`src/rtl/adder_share_arbiter_pkg.sv`:
```
// Shared types and widths for the adder-sharing arbiter.
package adder_share_pkg;

    // Operand and sum widths of the shared ripple adder.
    localparam int OP_W  = 12;
    localparam int SUM_W = 13;

    // Top-level FSM states.
    typedef enum logic [1:0] {
        IDLE   = 2'd0,
        SETTLE = 2'd1,
        RESP   = 2'd2
    } state_e;

endpackage

```
`src/rtl/adder11bit.sv`:
```
// 12-bit ripple-carry adder with carry-in 0 and a 13-bit sum.
// Purely combinational. The long carry chain is why the sum is sampled late.
module adder11bit
    import adder_share_pkg::*;
(
    input  logic [OP_W-1:0]  a,
    input  logic [OP_W-1:0]  b,
    output logic [SUM_W-1:0] sum
);

    logic [OP_W:0]   carry;
    logic [OP_W-1:0] bit_sum;

    // Ripple the carry from bit 0 upward, one full adder per bit.
    // NOTE: every signal written in this block gets a default first, so no latch can be inferred.
    always_comb begin
        carry   = '0;
        bit_sum = '0;
        for (int i = 0; i < OP_W; i++) begin
            bit_sum[i]   = a[i] ^ b[i] ^ carry[i];
            carry[i + 1] = (a[i] & b[i]) | (carry[i] & (a[i] ^ b[i]));
        end
    end

    assign sum = {carry[OP_W], bit_sum};

endmodule

```
`src/rtl/rr_arbiter.sv`:
```
// Combinational round-robin picker.
// It returns the first set request found by searching upward from ptr and
// wrapping at NUM_REQ. The grant is one-hot, or zero when nothing is requested.
module rr_arbiter #(
    parameter int NUM_REQ = 4,
    parameter int ID_W    = $clog2(NUM_REQ)
) (
    input  logic [NUM_REQ-1:0] req,
    input  logic [ID_W-1:0]    ptr,
    output logic [NUM_REQ-1:0] grant,
    output logic [ID_W-1:0]    idx,
    output logic               found
);

    logic [ID_W-1:0] cand;

    // Walk the candidates in priority order starting at ptr; the first hit wins.
    always_comb begin
        grant = '0;
        idx   = '0;
        found = 1'b0;
        cand  = '0;
        for (int off = 0; off < NUM_REQ; off++) begin
            cand = ID_W'((int'(ptr) + off) % NUM_REQ);
            if (!found && req[cand]) begin
                found       = 1'b1;
                idx         = cand;
                grant[cand] = 1'b1;
            end
        end
    end

endmodule

```
`src/rtl/adder_share_arbiter.sv`:
```
// Shares one ripple adder between NUM_REQ requesters.
// Requesters are served round-robin. The operand registers feed the adder and
// are held for SETTLE_CYCLES before the sum is registered and offered on the
// response handshake. Only one request is in flight at a time.
module adder_share_arbiter
    import adder_share_pkg::*;
#(
    parameter  int NUM_REQ       = 4,
    parameter  int SETTLE_CYCLES = 2,
    localparam int ID_W          = $clog2(NUM_REQ)
) (
    input  logic                    clk,
    input  logic                    rst_n,
    input  logic [NUM_REQ-1:0]      req_valid,
    output logic [NUM_REQ-1:0]      req_ready,
    input  logic [NUM_REQ*OP_W-1:0] req_a,
    input  logic [NUM_REQ*OP_W-1:0] req_b,
    output logic                    rsp_valid,
    input  logic                    rsp_ready,
    output logic [SUM_W-1:0]        rsp_sum,
    output logic [ID_W-1:0]         rsp_id,
    output logic                    busy
);

    localparam int              CNT_W    = (SETTLE_CYCLES > 1) ? $clog2(SETTLE_CYCLES) : 1;
    localparam logic [CNT_W-1:0] CNT_LOAD = CNT_W'(SETTLE_CYCLES - 1);

    state_e           state_q,     state_d;
    logic [CNT_W-1:0] cnt_q,       cnt_d;
    logic [OP_W-1:0]  op_a_q,      op_a_d;
    logic [OP_W-1:0]  op_b_q,      op_b_d;
    logic [ID_W-1:0]  id_q,        id_d;
    logic [SUM_W-1:0] sum_q,       sum_d;
    logic [ID_W-1:0]  rr_ptr_q,    rr_ptr_d;
    logic             rsp_valid_q, rsp_valid_d;
    logic             busy_q,      busy_d;

    logic [NUM_REQ-1:0] grant;
    logic [ID_W-1:0]    grant_idx;
    logic               grant_found;
    logic [SUM_W-1:0]   adder_sum;

    rr_arbiter #(
        .NUM_REQ (NUM_REQ),
        .ID_W    (ID_W)
    ) u_rr_arbiter (
        .req   (req_valid),
        .ptr   (rr_ptr_q),
        .grant (grant),
        .idx   (grant_idx),
        .found (grant_found)
    );

    // The adder sees only the held operand registers, never the live inputs.
    adder11bit u_adder (
        .a   (op_a_q),
        .b   (op_b_q),
        .sum (adder_sum)
    );

    // Accept is offered only while idle. It is also forced low while reset is
    // asserted, so that every output reads zero during reset.
    assign req_ready = (state_q == IDLE && rst_n) ? grant : '0;
    assign rsp_valid = rsp_valid_q;
    assign rsp_sum   = sum_q;
    assign rsp_id    = id_q;
    assign busy      = busy_q;

    // Next-state logic: grant and latch operands, count the settle time, hold the response.
    always_comb begin
        state_d     = state_q;
        cnt_d       = cnt_q;
        op_a_d      = op_a_q;
        op_b_d      = op_b_q;
        id_d        = id_q;
        sum_d       = sum_q;
        rr_ptr_d    = rr_ptr_q;
        rsp_valid_d = rsp_valid_q;
        busy_d      = busy_q;
        case (state_q)
            IDLE: begin
                if (grant_found) begin
                    op_a_d  = req_a[grant_idx*OP_W +: OP_W];
                    op_b_d  = req_b[grant_idx*OP_W +: OP_W];
                    id_d    = grant_idx;
                    cnt_d   = CNT_LOAD;
                    state_d = SETTLE;
                    busy_d  = 1'b1;
                end
            end
            SETTLE: begin
                if (cnt_q == '0) begin
                    sum_d       = adder_sum;
                    state_d     = RESP;
                    rsp_valid_d = 1'b1;
                end else begin
                    cnt_d = cnt_q - 1'b1;
                end
            end
            RESP: begin
                if (rsp_ready) begin
                    rr_ptr_d    = (id_q == ID_W'(NUM_REQ - 1)) ? '0 : id_q + 1'b1;
                    state_d     = IDLE;
                    rsp_valid_d = 1'b0;
                    busy_d      = 1'b0;
                end
            end
            default: begin
                state_d     = IDLE;
                rsp_valid_d = 1'b0;
                busy_d      = 1'b0;
            end
        endcase
    end

    // All FSM state and datapath registers; reset aborts any in-flight request.
    // NOTE: sequential state uses non-blocking assignments so every flop samples pre-edge values.
    always_ff @(posedge clk or negedge rst_n) begin
        if (!rst_n) begin
            state_q     <= IDLE;
            cnt_q       <= '0;
            op_a_q      <= '0;
            op_b_q      <= '0;
            id_q        <= '0;
            sum_q       <= '0;
            rr_ptr_q    <= '0;
            rsp_valid_q <= 1'b0;
            busy_q      <= 1'b0;
        end else begin
            state_q     <= state_d;
            cnt_q       <= cnt_d;
            op_a_q      <= op_a_d;
            op_b_q      <= op_b_d;
            id_q        <= id_d;
            sum_q       <= sum_d;
            rr_ptr_q    <= rr_ptr_d;
            rsp_valid_q <= rsp_valid_d;
            busy_q      <= busy_d;
        end
    end

endmodule

```
`config.mk`:
```
export PLATFORM = sky130hd
export DESIGN_NAME = adder_share_arbiter
export DESIGN_NICKNAME = d
export VERILOG_FILES = /design/src/rtl/adder_share_arbiter_pkg.sv /design/src/rtl/adder11bit.sv /design/src/rtl/rr_arbiter.sv /design/src/rtl/adder_share_arbiter.sv
export SDC_FILE = /design/constraint.sdc
export NUM_CORES = 1
export LEC_CHECK = 0
export ABC_CLOCK_PERIOD_IN_PS = 5490
export CORE_MARGIN = 2
export CORE_UTILIZATION = 45
export CTS_BUF_LIST = sky130_fd_sc_hd__clkbuf_8
export DETAILED_ROUTE_END_ITERATION = 16
export GPL_TIMING_DRIVEN = 0
export PLACE_DENSITY_LB_ADDON = 0.25
export SYNTH_ARGS = -nofsm -noshare
export SYNTH_HDL_FRONTEND = slang
export SYNTH_SLANG_ARGS = --single-unit
```
`constraint.sdc`:
```
create_clock -name clk -period 5.49 [get_ports clk]
set_input_delay 1.3725 -clock clk [delete_from_list [all_inputs] [get_ports clk]]
set_output_delay 1.3725 -clock clk [all_outputs]
set_load 0.01 [all_outputs]
```
### Word-level counts from Yosys, hierarchy flattened

Index checks and enable logic that the tools add are counted.

| operators by class | value |
|---|---|
| add/sub/neg operators | 5 |
| multiply operators | 1 |
| equal/unequal tests | 6 |
| shifts and indexed selects | 2 |
| $lt $le $gt $ge | 8 |
| mux-type cells | 41 |
| reductions and logical operators | 20 |
| bitwise gates (word level) | 63 |

Operators with widths:

| operator | number |
|---|---|
| $shiftx 48x7->12 | 2 |
| $and 1x1->1 | 23 |
| $xor 1x1->1 | 23 |
| $mux 4 | 5 |
| $mux 1 | 16 |
| $mux 2 | 8 |
| $lt 2x3->1 const B | 4 |
| $or 4x4->4 | 3 |
| $or 1x1->1 | 11 |
| $reduce_and 3->1 | 3 |
| $bmux 1 s2 | 4 |
| $demux 1 s2 | 4 |
| $ge 2x1->1 const B | 4 |
| $logic_and 1x1->1 | 8 |
| $reduce_and 2->1 | 4 |
| $ne 2x2->1 const B | 3 |
| $pmux 1 s3 | 2 |
| $pmux 2 s3 | 1 |
| $add 2x1->2 const B | 2 |
| $add 2x2->2 const B | 2 |
| $eq 2x2->1 const B | 2 |
| $mul 2x2->4 const B | 1 |
| $logic_not 1->1 | 3 |
| $not 1->1 | 3 |
| other kinds (5) | 5 |

| word-level totals | value |
|---|---|
| logic and storage cells | 155 |
| output and inout bits | 21 |
| register bits | 46 |

### Depth between registers and ports, before layout

| depth | value |
|---|---|
| depth after elaboration | 23 |
| gate-level depth with buffers | 16 |
| gate-level depth less buffers | 16 |

### Modules after synthesis

From an unflattened synthesis, not the netlist that was laid out.

| unflattened totals | value |
|---|---|
| cell total of the unflattened synthesis | 271 |
| area total of the unflattened synthesis | 3213.1 um^2 |

Modules (own cells, without submodules):

| module | instances | area each (um^2) | cells an instance |
|---|---|---|---|
| adder_share_arbiter | 1 | 2521.2 | 204 |
| rr_arbiter | 1 | 421.7 | 45 |
| adder11bit | 1 | 270.3 | 22 |

### Worst setup path after synthesis

OpenSTA, ideal clock, no wires.

| timing path | value |
|---|---|
| path kind | register to register |
| from | reg op_a_q[0] |
| to | reg sum_q[11] (netlist: rsp_sum[11]) |
| arrival | 4.763 ns |
| stages on the path, launching flop included | 17 |
| data required time | 5.407 ns |
| period minus slack after synthesis | 4.845 ns |
| setup slack | 0.645 ns |
| path through | dfrtp_1 ha_1 inv_1 fa_1 inv_1 fa_1 fa_1 fa_1 fa_1 fa_1 fa_1 fa_1 fa_1 fa_1 inv_1 fa_1 o21ai_0 |

| between the ends | value |
|---|---|
| word-level cells in the longest chain between the ends | 22 |

Ends and longest elaborated chain:

| item | line | text |
|---|---|---|
| start, declared | adder_share_arbiter.sv:30 | `logic [OP_W-1:0] op_a_q, op_a_d;` |
| start signal, assigned | adder_share_arbiter.sv:132 | `op_a_q <= op_a_d;` |
| $and 1x1->1 (2 in series) | adder11bit.sv:21 | `carry[i + 1] = (a[i] & b[i]) \| (carry[i] & (a[i] ^ b[i]));` |
| $or 1x1->1 | adder11bit.sv:21 |  |
| $and 1x1->1 | adder11bit.sv:21 |  |
| $or 1x1->1 | adder11bit.sv:21 |  |
| $and 1x1->1 | adder11bit.sv:21 |  |
| $or 1x1->1 | adder11bit.sv:21 |  |
| $and 1x1->1 | adder11bit.sv:21 |  |
| $or 1x1->1 | adder11bit.sv:21 |  |
| [5 not listed] | -- |  |
| $or 1x1->1 | adder11bit.sv:21 |  |
| $and 1x1->1 | adder11bit.sv:21 |  |
| $or 1x1->1 | adder11bit.sv:21 |  |
| $and 1x1->1 | adder11bit.sv:21 |  |
| $or 1x1->1 | adder11bit.sv:21 |  |
| $and 1x1->1 | adder11bit.sv:21 |  |
| $or 1x1->1 | adder11bit.sv:21 |  |
| $xor 1x1->1 | adder11bit.sv:20 | `bit_sum[i] = a[i] ^ b[i] ^ carry[i];` |
| end signal, assigned | adder_share_arbiter.sv:135 | `sum_q <= sum_d;` |
| end, declared | adder_share_arbiter.sv:33 | `logic [SUM_W-1:0] sum_q, sum_d;` |

Every way passes these cells.
A chain may end at the register's enable or synchronous reset.

### Worst setup path after layout

| timing path | value |
|---|---|
| from | reg op_b_q[0] |
| to | reg sum_q[11] (netlist: rsp_sum[11]) |

| between the ends | value |
|---|---|
| word-level cells in the longest chain between the ends | 22 |

Ends and longest elaborated chain:

| item | line | text |
|---|---|---|
| start, declared | adder_share_arbiter.sv:31 | `logic [OP_W-1:0] op_b_q, op_b_d;` |
| start signal, assigned | adder_share_arbiter.sv:133 | `op_b_q <= op_b_d;` |
| $and 1x1->1 (2 in series) | adder11bit.sv:21 |  |
| $or 1x1->1 | adder11bit.sv:21 |  |
| $and 1x1->1 | adder11bit.sv:21 |  |
| $or 1x1->1 | adder11bit.sv:21 |  |
| $and 1x1->1 | adder11bit.sv:21 |  |
| $or 1x1->1 | adder11bit.sv:21 |  |
| $and 1x1->1 | adder11bit.sv:21 |  |
| $or 1x1->1 | adder11bit.sv:21 |  |
| [5 not listed] | -- |  |
| $or 1x1->1 | adder11bit.sv:21 |  |
| $and 1x1->1 | adder11bit.sv:21 |  |
| $or 1x1->1 | adder11bit.sv:21 |  |
| $and 1x1->1 | adder11bit.sv:21 |  |
| $or 1x1->1 | adder11bit.sv:21 |  |
| $and 1x1->1 | adder11bit.sv:21 |  |
| $or 1x1->1 | adder11bit.sv:21 |  |
| $xor 1x1->1 | adder11bit.sv:20 |  |

Every way passes these cells.

==> results.sh <==
export IMPL_outcome="completed"
export IMPL_vias=2876
export IMPL_tightest_slew_ns=0.621
export IMPL_slowest_stage="fa_1"
export IMPL_postCtsSetupBuffers=0
export IMPL_hold_viol=0
export IMPL_final_common_cell="clkdlybuf4s50_1"
export IMPL_mappedNetlistNets=438
export IMPL_cp_top_family="adder cells"
export IMPL_portBuffers=123
export IMPL_antenna_found_initial=0
export IMPL_crit_chain="ha_1 > inv_1 > fa_1 > inv_1 > fa_1 > fa_1 > fa_1 > fa_1 > fa_1 > fa_1 > fa_1 > fa_1 > fa_1 > inv_1 > fa_1 > o21ai_0"
export IMPL_gp_congestion=0.868
export IMPL_mostFrequentLayoutCells="clkdlybuf4s50_1 (122), nand2_1 (64), mux2i_1 (49)"
export IMPL_cts_root_buf="clkbuf_8"
export IMPL_via_per_inst=5.30
export IMPL_total_power_mw=2.51
export IMPL_hpwl_um=6910
export IMPL_setup_violations=0
export IMPL_drive_gt1_share_pct=8.05
export IMPL_dp_cells=535
export IMPL_fin_area_sq_um=4600
export IMPL_holdBufCountCts=0
export IMPL_route_detailed_wl_per_inst_um=15.7
export IMPL_path_depth=16
export IMPL_cts_buffers=5
export IMPL_crit_top_cell="fa_1"
export IMPL_maxCapViolations=0
export IMPL_drv_slew=0
export IMPL_power_density_nw_per_um2=546
export IMPL_max_freq_ghz=0.193
export IMPL_grtUsageTotal_pct=22.8
export IMPL_overflow=0
export IMPL_synthToLayoutAreaGrowth_pct=46.1
export IMPL_cp_arrival_ns=5.42
export IMPL_cts_sinks=46
export IMPL_critPathKind="reg -> reg"
export IMPL_placement_cell_area_sq_um=4520
export IMPL_fin_cells=543
export IMPL_drc=0
export IMPL_multiInputGateArea_sq_um=1810
export IMPL_fillCellCount=556
export IMPL_num_nets_final=569
export IMPL_post_cts_resized=0
export IMPL_fp_coreArea_sq_um=6790
export IMPL_ff_latch_area_sq_um=1150
export IMPL_required_ns=5.72
export IMPL_worst_path_max_fanout=2
export IMPL_hold_path_class="reg -> reg"
export IMPL_insertion_delay_ns=0.30
export IMPL_htree_levels=2
export IMPL_drtAntennaViolNets=0
export IMPL_start_util_pct=46.4
export IMPL_syn_area_sq_um=3150
export IMPL_whs_path_depth=2
export IMPL_synthCells=315
export IMPL_diodes=0
export IMPL_cts_tree="built"
export IMPL_fin_skew_ns=0.00335
export IMPL_rsz0062_at_grt="no"
export IMPL_slew_headroom_pct=58.4
export IMPL_grt_max_degree=35
export IMPL_synth_area_per_cell_sq_um=10.0
export IMPL_cts_max_path_buffers=2
export IMPL_setup_slack_ns=0.300
export IMPL_hold_slack_ns=0.478
export IMPL_grt_pass1_wl_um=13500
export IMPL_clk_pin_slew_ns=0.08
export IMPL_reg2reg_depth=16
export IMPL_drt_iter0_markers=124
export IMPL_p_leak_nw=2.03
export IMPL_grt_pass1_vias=2805
export IMPL_slowest_delay_ns=0.42
export IMPL_rows=30
export IMPL_period_needed_ns=5.19
export IMPL_die_w_um=87.7
export IMPL_startpoint_type="flop"
export IMPL_synth_distinct_cells=44
export IMPL_ys_seq_area_share_pct=36.5
export IMPL_path_buf_inv=3
export IMPL_die_y_um=87.7
export IMPL_ios=124
export IMPL_cp_end_kind="flop"
export IMPL_irDropWorstVdd_uv=259
export IMPL_wl_um=8550
export IMPL_preCtsSetupSlack_ns=0.340
export IMPL_first_pass_iters=4
export IMPL_synth_seq_cells=46
export IMPL_dieArea_sq_um=7690
export IMPL_post_route_period_util_pct=94.5
export IMPL_synth_warnings=0
[cells in the mapped netlist (all sizes together)]
master,instances,share of area (%)
ha,9,3.6
clkbuf,4,0.48
mux2,2,0.83
and2b,1,0.24
mux4,3,2.1
nand3,1,0.32
nor3b,3,0.71
buf,16,3.9
a21oi,4,0.64
nor3,3,0.48
a21o,2,0.48
o31ai,1,0.24
o221ai,24,6.7
mux2i,49,16
or2,2,0.40
or4,1,0.24
a2bb2oi,1,0.28
a221oi,4,1.1
a22oi,4,0.95
o21a,1,0.24
nor2b,5,1.2
nor2,20,2.4
nor4,1,0.20
fa,11,7.0
nand2b,3,0.60
o22a,1,0.28
o21ai,9,1.5
a211o,1,0.28
a31oi,1,0.20
dfrtp,46,37
a32oi,1,0.28
inv,13,1.5
or3,1,0.20
nand2,65,7.8
o22ai,1,0.20
o32ai,1,0.28
[per-layer routing]
layer  GRT usage [%]  vias up  wire length [um]
met2            38.5      100              4370
met3            5.56        4               540
met5               0        -                 0
li1                -     1384                 -
met4            4.76        0                73
met1            30.1     1388              3570
[sequential cells by signal, indices dropped and copies added (netlist names)]
register and flops:
rsp_id 2, op_a_q 12, state_q 2, cnt_q 1
rsp_sum 13, rr_ptr_q 2, op_b_q 12, rsp_valid 1
busy 1
[cell families after synthesis]
family	after synthesis	share of synthesized area (%)
buf+inv	33	5.88
mux	54	18.5
fa+ha+maj	20	10.6
simple gates	106	14.8
compound gates	56	13.7
flops	46	36.5
[final timing paths]
| kind | startpoint | to | slack, ns |
|---|---|---|---|
| max | op_b_q[0] | rsp_sum[11] | 0.30 |
| min | rsp_sum[9] | rsp_sum[9] | 0.48 |
| max reg2reg | op_b_q[0] | rsp_sum[11] | 0.30 |
| min reg2reg | rsp_sum[9] | rsp_sum[9] | 0.48 |
| max in group asynchronous | rst_n | op_a_q[1] | 4.02 |
| min in group asynchronous | rst_n | rsp_valid | 0.97 |
[area by class of cell]
type / instances / area share (%)
Multi-Input combinational cell: 236 / 39.4
Timing Repair Buffer: 124 / 27.1
Sequential cell: 46 / 25.0
Buffer: 20 / 2.96
Tap cell: 96 / 2.61
Clock buffer: 5 / 1.49
Inverter: 13 / 1.06
Clock inverter: 3 / 0.381
[worst register-to-register path, cell delays in order (launching register included)]
cell,delay (ns)
dfrtp_1,0.41
ha_1,0.19
inv_1,0.07
fa_1,0.16
inv_1,0.05
fa_1,0.37
fa_1,0.42
fa_1,0.40
fa_1,0.40
fa_1,0.41
fa_1,0.40
fa_1,0.39
fa_1,0.39
fa_1,0.37
inv_1,0.13
fa_1,0.42
o21ai_0,0.15
[power by group]
group / total, mW / switching, mW / internal [mW]
sequential: 0.666 / 0.153 / 0.513
combinational: 1.64 / 0.841 / 0.801
clock: 0.203 / 0.115 / 0.0881
total: 2.51 / 1.11 / 1.40
[stage by stage]
stage / util, % / TNS (ns)
6_report: 67.8 / 0
4_1_cts: 67.8 / 0
3_3_place_gp: 66.3 / -1.41
5_1_grt: 67.8 / 0
2_1_floorplan: - / 0
3_5_place_dp: 66.5 / 0
Power figures use the tool's default switching activity.
